### src/rtl/led_matrix_scanner.sv
// Row-scan driver for an LED dot matrix: double-buffered frame intake,
// per-row blanking gap, fixed-dwell row ON phase with PWM column dimming.
module led_matrix_scanner #(
    parameter int ROWS       = 8,
    parameter int COLS       = 8,
    parameter int DWELL_LOG2 = 10,
    parameter int BLANK_CYC  = 4,
    parameter int BRIGHT_W   = 4
) (
    input  logic                                      clk,
    input  logic                                      reset_n,
    input  logic                                      enable,
    input  logic [BRIGHT_W-1:0]                       brightness,
    input  logic [ROWS*COLS-1:0]                      frame_data,
    input  logic                                      frame_valid,
    output logic                                      frame_ready,
    output logic [COLS-1:0]                           led_col,
    output logic [ROWS-1:0]                           led_row,
    output logic [((ROWS > 1) ? $clog2(ROWS) : 1)-1:0] row_idx,
    output logic                                      frame_start
);

    localparam int RW         = (ROWS > 1) ? $clog2(ROWS) : 1;
    localparam int BLANK_W    = $clog2(BLANK_CYC + 1);
    localparam int CNT_W      = (DWELL_LOG2 > BLANK_W) ? DWELL_LOG2 : BLANK_W;
    localparam int DWELL_LAST = (2 ** DWELL_LOG2) - 1;

    typedef enum logic [1:0] {
        S_IDLE,
        S_BLANK,
        S_ON
    } state_t;

    state_t               r_state, w_state_nxt;
    logic [CNT_W-1:0]     r_cnt, w_cnt_nxt;
    logic [RW-1:0]        r_row, w_row_nxt;
    logic [BRIGHT_W-1:0]  r_bright, w_bright_nxt;
    logic [ROWS*COLS-1:0] r_active, r_shadow, w_active_nxt;
    logic                 r_shadow_full, w_full_nxt;
    logic                 w_capture, w_swap, w_fs_nxt;
    logic [COLS-1:0]      w_bits, w_col_nxt;
    logic [ROWS-1:0]      w_row_oh, w_led_row_nxt;

    // Next-state, buffer handoff and next output values (outputs are registered from these)
    always_comb begin
        w_state_nxt  = r_state;
        w_cnt_nxt    = r_cnt;
        w_row_nxt    = r_row;
        w_bright_nxt = r_bright;
        w_fs_nxt     = 1'b0;

        if (!enable) begin
            w_state_nxt = S_IDLE;
            w_cnt_nxt   = '0;
            w_row_nxt   = '0;
        end else begin
            unique case (r_state)
                S_IDLE: begin
                    w_state_nxt = S_BLANK;
                    w_cnt_nxt   = '0;
                    w_row_nxt   = '0;
                    w_fs_nxt    = 1'b1;
                end
                S_BLANK: begin
                    if (r_cnt == CNT_W'(BLANK_CYC - 1)) begin
                        w_state_nxt  = S_ON;
                        w_cnt_nxt    = '0;
                        w_bright_nxt = brightness;
                    end else begin
                        w_cnt_nxt = r_cnt + CNT_W'(1);
                    end
                end
                S_ON: begin
                    if (r_cnt == CNT_W'(DWELL_LAST)) begin
                        w_state_nxt = S_BLANK;
                        w_cnt_nxt   = '0;
                        if (r_row == RW'(ROWS - 1)) begin
                            w_row_nxt = '0;
                            w_fs_nxt  = 1'b1;
                        end else begin
                            w_row_nxt = r_row + RW'(1);
                        end
                    end else begin
                        w_cnt_nxt = r_cnt + CNT_W'(1);
                    end
                end
                default: w_state_nxt = S_IDLE;
            endcase
        end

        // Swap only at a frame boundary or while idle; capture only into an empty shadow,
        // so the two can never fire together.
        w_swap       = r_shadow_full && (w_fs_nxt || (r_state == S_IDLE));
        w_capture    = frame_valid && !r_shadow_full;
        w_active_nxt = w_swap ? r_shadow : r_active;
        w_full_nxt   = w_capture ? 1'b1 : (w_swap ? 1'b0 : r_shadow_full);

        w_bits   = '0;
        w_row_oh = '0;
        for (int unsigned r = 0; r < ROWS; r++) begin
            if (w_row_nxt == RW'(r)) begin
                w_bits              = w_active_nxt[(ROWS - r) * COLS - 1 -: COLS];
                w_row_oh[ROWS-1-r]  = 1'b1;
            end
        end

        w_led_row_nxt = '0;
        w_col_nxt     = '1;
        if (w_state_nxt == S_ON) begin
            w_led_row_nxt = w_row_oh;
            if (w_cnt_nxt[DWELL_LOG2-1 -: BRIGHT_W] < w_bright_nxt) begin
                w_col_nxt = ~w_bits;
            end
        end
    end

    // FSM state register
    always_ff @(posedge clk or negedge reset_n) begin
        if (!reset_n) begin
            r_state <= S_IDLE;
        end else begin
            r_state <= w_state_nxt;
        end
    end

    // Counters, frame buffers and registered outputs
    always_ff @(posedge clk or negedge reset_n) begin
        if (!reset_n) begin
            r_cnt         <= '0;
            r_row         <= '0;
            r_bright      <= '0;
            r_active      <= '0;
            r_shadow      <= '0;
            r_shadow_full <= 1'b0;
            frame_ready   <= 1'b1;
            led_row       <= '0;
            led_col       <= '1;
            row_idx       <= '0;
            frame_start   <= 1'b0;
        end else begin
            r_cnt         <= w_cnt_nxt;
            r_row         <= w_row_nxt;
            r_bright      <= w_bright_nxt;
            r_active      <= w_active_nxt;
            if (w_capture) begin
                r_shadow <= frame_data;
            end
            r_shadow_full <= w_full_nxt;
            frame_ready   <= ~w_full_nxt;
            led_row       <= w_led_row_nxt;
            led_col       <= w_col_nxt;
            row_idx       <= w_row_nxt;
            frame_start   <= w_fs_nxt;
        end
    end

endmodule

### config.mk
export PLATFORM = sky130hd
export DESIGN_NAME = led_matrix_scanner
export DESIGN_NICKNAME = d
export VERILOG_FILES = /design/src/rtl/led_matrix_scanner.sv
export SDC_FILE = /design/constraint.sdc
export NUM_CORES = 1
export LEC_CHECK = 0
export ABC_AREA = 1
export CAP_MARGIN = 20
export CORE_MARGIN = 8
export CORE_UTILIZATION = 40
export DETAILED_ROUTE_END_ITERATION = 12
export PLACE_DENSITY = 0.6
export SLEW_MARGIN = 40
export SYNTH_ARGS = -nofsm -noshare
export SYNTH_HDL_FRONTEND = slang
export SYNTH_SLANG_ARGS = --single-unit
export TNS_END_PERCENT = 100
### constraint.sdc
create_clock -name clk -period 4.12 [get_ports clk]
set_input_delay 0.618 -clock clk [delete_from_list [all_inputs] [get_ports clk]]
set_output_delay 0.618 -clock clk [all_outputs]
set_load 0.1 [all_outputs]
# Word-level counts from Yosys, hierarchy flattened
# Index checks and enable logic that the tools add are counted.
[totals]
register_bits = 166
[classes]
n_addsub = 2
bitwise = 2
reduce_logical = 6
eq_ne = 14
muxes = 41
order_cmp = 1
[ops]
columns = ["operator", "count"]
rows = [
  ["8-bit 2-to-1 mux", 11],
  ["64-bit 2-to-1 mux", 1],
  ["10-bit 2-to-1 mux", 3],
  ["10-bit one-hot mux with 3 select lines", 1],
  ["3-bit equality test, second input constant", 5],
  ["1-bit 2-to-1 mux", 13],
  ["4-bit 2-to-1 mux", 3],
  ["10-bit by 1-bit adder with 10-bit output, second input constant", 1],
  ["10-bit equality test, second input constant", 1],
  ["10-bit by 2-bit equality test with 1-bit output, second input constant", 1],
  ["3-bit 2-to-1 mux", 3],
  ["8-bit inverter", 1],
  ["3-bit by 2-bit equality test with 1-bit output, second input constant", 2],
  ["2-bit 2-to-1 mux", 3],
  ["2-bit one-hot mux with 3 select lines", 1],
  ["3-bit one-hot mux with 2 select lines", 1],
  ["2-bit equality test, second input constant", 2],
  ["4-bit < comparator", 1],
  ["4-bit by 1-bit inequality test with 1-bit output, second input constant", 1],
  ["3-bit by 1-bit adder with 3-bit output, second input constant", 1],
  ["3-bit by 1-bit equality test with 1-bit output, second input constant", 1],
  ["3-bit logical NOT", 1],
  ["2-bit by 1-bit equality test with 1-bit output, second input constant", 1],
  ["1-bit logical AND", 2],
  ["other kinds (5)", 5],
]

# Logic depth before layout (Yosys ltp)
[logic_depth]
depth_word = 19
mapped_depth = 18
ltp_nobuf = 18

# Worst setup path before layout
# No wires, ideal clock.
[synth_path]
path_kind = "register to register"
start = "register r_row[0]"
end = "register led_col[4]"
slack_ns = 1.511
path_stages_with_launch = 14
t_required_ns = 4.060
setup_time_ns = 0.060
path_buffers = 0
arrival_time_ns = 2.549
cell_sequence = "dfrtp_1 -> ha_1 -> ha_1 -> or2_2 -> nand3_1 -> nand3_1 -> nor2_1 -> inv_1 -> nor2_8 -> inv_2 -> or2_0 -> nand2_1 -> nand2_1 -> nand2_1"
[synth_between]
elab_chain_len = 19
elab_cells_between_ends = 32
classes_between = "1 x add/sub; 8 x eq/ne; 19 x mux; 1 x bitwise; 3 x reduce/logical"
[synth_rtl]
columns = ["element", "line", "rtl"]
rows = [
  ["start, declared", "36", "logic [RW-1:0] r_row, w_row_nxt;"],
  ["start signal, assigned", "142", "r_row <= w_row_nxt;"],
  ["parallel branches: the longest is 15 deep, another holds 3-bit by 1-bit adder with 3-bit output", "n/a", ""],
  ["8-bit 2-to-1 mux *", "101", "if (w_row_nxt == RW'(r)) begin"],
  ["8-bit inverter *", "112", "w_col_nxt = ~w_bits;"],
  ["8-bit 2-to-1 mux *", "111", "if (w_cnt_nxt[DWELL_LOG2-1 -: BRIGHT_W] < w_bright_nxt) begin"],
  ["8-bit 2-to-1 mux *", "109", "if (w_state_nxt == S_ON) begin"],
  ["net w_col_nxt[4]", "41", "logic [COLS-1:0] w_bits, w_col_nxt;"],
  ["end signal, assigned", "151", "led_col <= w_col_nxt;"],
  ["end, declared", "17", "output logic [COLS-1:0] led_col,"],
]
# Mark *: on every way through the listed nets, which the timed path passes.
# A chain may end at the register's enable or synchronous reset.

# Worst setup path in the final report
[layout_path]
start = "register r_cnt[2]"
end = "register led_col[3]"
[layout_between]
elab_cells_between_ends = 44
classes_between = "1 x add/sub; 1 x order compare; 10 x eq/ne; 28 x mux; 1 x bitwise; 3 x reduce/logical"
[layout_lines]
columns = ["element", "line", "rtl"]
rows = [
  ["start, declared", "35", "logic [CNT_W-1:0] r_cnt, w_cnt_nxt;"],
  ["start signal, assigned", "141", "r_cnt <= w_cnt_nxt;"],
  ["10-bit by 1-bit adder with 10-bit output (tied with other cells)", "70, 84", ""],
  ["10-bit 2-to-1 mux, on equally long branches", "74, 65", ""],
  ["10-bit one-hot mux with 3 select lines *", "57", "unique case (r_state)"],
  ["10-bit 2-to-1 mux *", "52", "if (!enable) begin"],
  ["net w_cnt_nxt[9]", "35", ""],
  ["4-bit < comparator *", "111", ""],
  ["8-bit 2-to-1 mux *", "111", ""],
  ["8-bit 2-to-1 mux *", "109", ""],
  ["net w_col_nxt[3]", "41", ""],
]
# Mark *: on every way through the listed nets, which the timed path passes. The rest lies on a longest branch.

==> results_dict.tcl <==
set metrics [dict create \
    clock.fmax_mhz 351 \
    clk_pin_slew_ns 0.07 \
    ant_nets 0 \
    ys_seq_elements 166 \
    ys_warn_count 0 \
    syn_to_final_growth_pct 23.2 \
    grt_max_degree 94 \
    syn_area_mm2 0.00710 \
    htree_num_levels 4 \
    critical_path_class "reg -> reg" \
    gp_congestion 0.866 \
    antenna_found_initial 0 \
    drv_slew 0 \
    hpwl_um 12400 \
    die_h_um 149 \
    start_kind "register" \
    vias 5163 \
    clk_latency_ns 0.43 \
    mostFrequentLayoutCells "nand2_1 (256), dfrtp_1 (157), clkdlybuf4s50_1 (70), nor2_1 (59), mux2_2 (56)" \
    layout_commonest_cell "nand2_1" \
    synth_top_family_by_area "simple AND/OR/NAND/NOR gates" \
    rsz0062_at_grt "no" \
    synth_compound_area_share_pct 4.53 \
    ys_seq_area_share_pct 58.7 \
    cp_max_fo 8 \
    p_per_area_mw_per_mm2 514 \
    post_cts_buffers 0 \
    final_util_pct 50.4 \
    grt_pass1_wl_um 28000 \
    synthXorXnorAreaFrac_pct 0.370 \
    routedWlPerCell_um 16.2 \
    regToRegSetupSlack_ns 1.27 \
    wirelength_um 17300 \
    cts_made_buffers 17 \
    tightest_slew_ns 0.771 \
    clock_skew_ns 0.0147 \
    synthAdderAreaFrac_pct 1.76 \
    drt_iter0_drc 325 \
    ir_worst_vdd_uv 309 \
    pwr-share-seq_pct 47.8 \
    synth_cell_type_count 35 \
    p_int_mw 3.20 \
    tns_ns 0 \
    switching_share_pct 28.9 \
    crit_path_end "led_col[3]" \
    viasPerCell 4.83 \
    ctsResizeCount 0 \
    end_kind "register" \
    core_area_mm2 0.0174 \
    rows 48 \
    hold_class "in -> async" \
    syn_nets 816 \
    clock-sinks 166 \
    combPwrFrac_pct 17.7 \
    clk_path_buf_depth 2 \
    track_usage_pct 16.2 \
    nets 913 \
    drive_gt1_share_pct 17.1 \
    first_pass_iters 5 \
    pwr-share-clk_pct 34.5 \
    grt_pass1_vias 5322 \
    rr_endpoint "led_col[3]" \
    drcViolationCount 0 \
    num_antenna_cells 0 \
    power_mw 4.50 \
    crit_arrival_ns 3.20 \
    port_buffers 92 \
    setup_viol 0 \
    maxCapViolCount 0 \
    switching_power_mw 1.30 \
    syn-instance-count 734 \
    cp.required_ns 4.48 \
    relSlewSlack_pct 48.6 \
    status "finished clean" \
    dieArea_mm2 0.0223 \
    synth_area_per_cell_um2 9.68 \
    gr-total-overflow 0 \
    holdBufCountCts 0 \
    reg2reg_from "r_cnt[2]" \
    die-width_um 149 \
    leakage_nw 4.31 \
    r2r_cells 18 \
    synthMuxAreaShare_pct 9.30 \
    fin_crit_ns 2.85 \
    cts_tree "done" \
    cts_root_buf "clkbuf_16" \
    crit_path_start "r_cnt[2]" \
    ios 93 \
    min_period_over_period_pct 69.1 \
    start_util_pct 40.9 \
    final_hold_viol_count 0 \
    synth_simple_gate_area_share_pct 20.9 \
    whs_ns 0.231 \
]
worst max-delay path, stage by stage (launching register included):
cell and delay (ns):
dfrtp_1 0.40, inv_1 0.08, nor3_1 0.24, nand2_1 0.10
nor2_1 0.13, inv_1 0.07, nor2_1 0.20, nand3_1 0.12
xor2_1 0.16, inv_1 0.05, nand2_1 0.04, a21oi_1 0.19
ha_1 0.27, nand2_1 0.09, inv_1 0.04, nor3_1 0.16
nand2_1 0.23, nor2_1 0.15, nand2_1 0.06
layout make-up:
cell class	instances	area [um2]
multi-input combinational	490	2630
sequential	166	4170
fill	1635	8600
inverter	58	221
clock buffer	18	439
timing repair buffer	98	877
clock inverter	14	141
tap	225	282
synthesized netlist by cell type:
library cell	count	area share, %
inv_1	52	2.7
a21boi_0	2	0.21
buf_6	1	0.16
or2_0	1	0.088
nor2_1	59	3.1
nor3_1	7	0.49
nor2_4	3	0.48
nand3_1	20	1.4
nor2_2	4	0.35
clkbuf_1	8	0.42
inv_4	1	0.088
a21oi_1	24	1.7
dfstp_2	9	3.3
ha_1	10	1.8
nand4_4	1	0.30
a22oi_1	1	0.11
mux2i_1	3	0.42
xor2_1	3	0.37
or2_2	1	0.088
o221ai_1	1	0.12
o21ai_2	1	0.12
mux2_2	56	8.9
nand2_1	258	14
inv_2	4	0.21
nand4_1	8	0.70
a21oi_4	1	0.23
o21a_1	7	0.74
dfrtp_1	157	55
buf_1	1	0.053
nor2_8	1	0.28
o21ai_1	3	0.21
buf_2	10	0.70
clkinv_1	1	0.053
o21bai_1	1	0.11
o21ai_0	14	0.99
power by group through the flow:
stage / clock, mW / sequential, mW / combinational [mW]
2_1_floorplan: 0 / 2.13 / 0.537
3_3_place_gp: 0 / 2.17 / 0.779
3_5_place_dp: 0 / 2.17 / 0.803
4_1_cts: 1.60 / 2.15 / 0.809
5_1_grt: 1.65 / 2.19 / 0.907
6_report: 1.55 / 2.15 / 0.796
state kept, by name, summed over array words and instances, names as in the netlist:
signal	count
r_shadow_full	1
r_active	64
led_col	8
r_bright	4
frame_ready	1
r_row	3
r_state	2
frame_start	1
r_shadow	64
r_cnt	10
led_row	8
stage by stage:
step                setup slack (ns)  area, um2  cells
finish                          1.27       8750   1069
global route                   0.883       8750   1069
CTS                             1.27       8750   1069
detailed placement             0.994       8170   1037
global placement                1.07       8270   1037
floorplan                       1.51       7100    734
worst min path at each step:
stage | from | endpoint | slack, ns | depth (start not counted)
after floorplan | reset_n | frame_start | 0.32 | 0
after global placement | r_active[40] | r_active[40] | 0.46 | 2
after detailed placement | r_active[52] | r_active[52] | 0.46 | 2
after CTS | reset_n | r_cnt[1] | 0.31 | 1
after global routing | reset_n | r_cnt[0] | 0.28 | 1
final | reset_n | r_cnt[0] | 0.23 | 1
logic make-up after synthesis:
kind of cell               count (synthesis)
muxes                                     59
and+or+nand+nor                          363
xor gates and xnor gates                   3
buffers and inverters                     78
adders and majority gates                 10
DFF                                      166
AOI/OAI and AO/OA                         55
routing by layer:
metal  wire [um]  track usage (%)
met5           0                0
met4         232             6.41
met3         766             3.85
met2        7960             25.1
met1        8310             21.4
No activity file was read; power rests on OpenSTA's default activity.
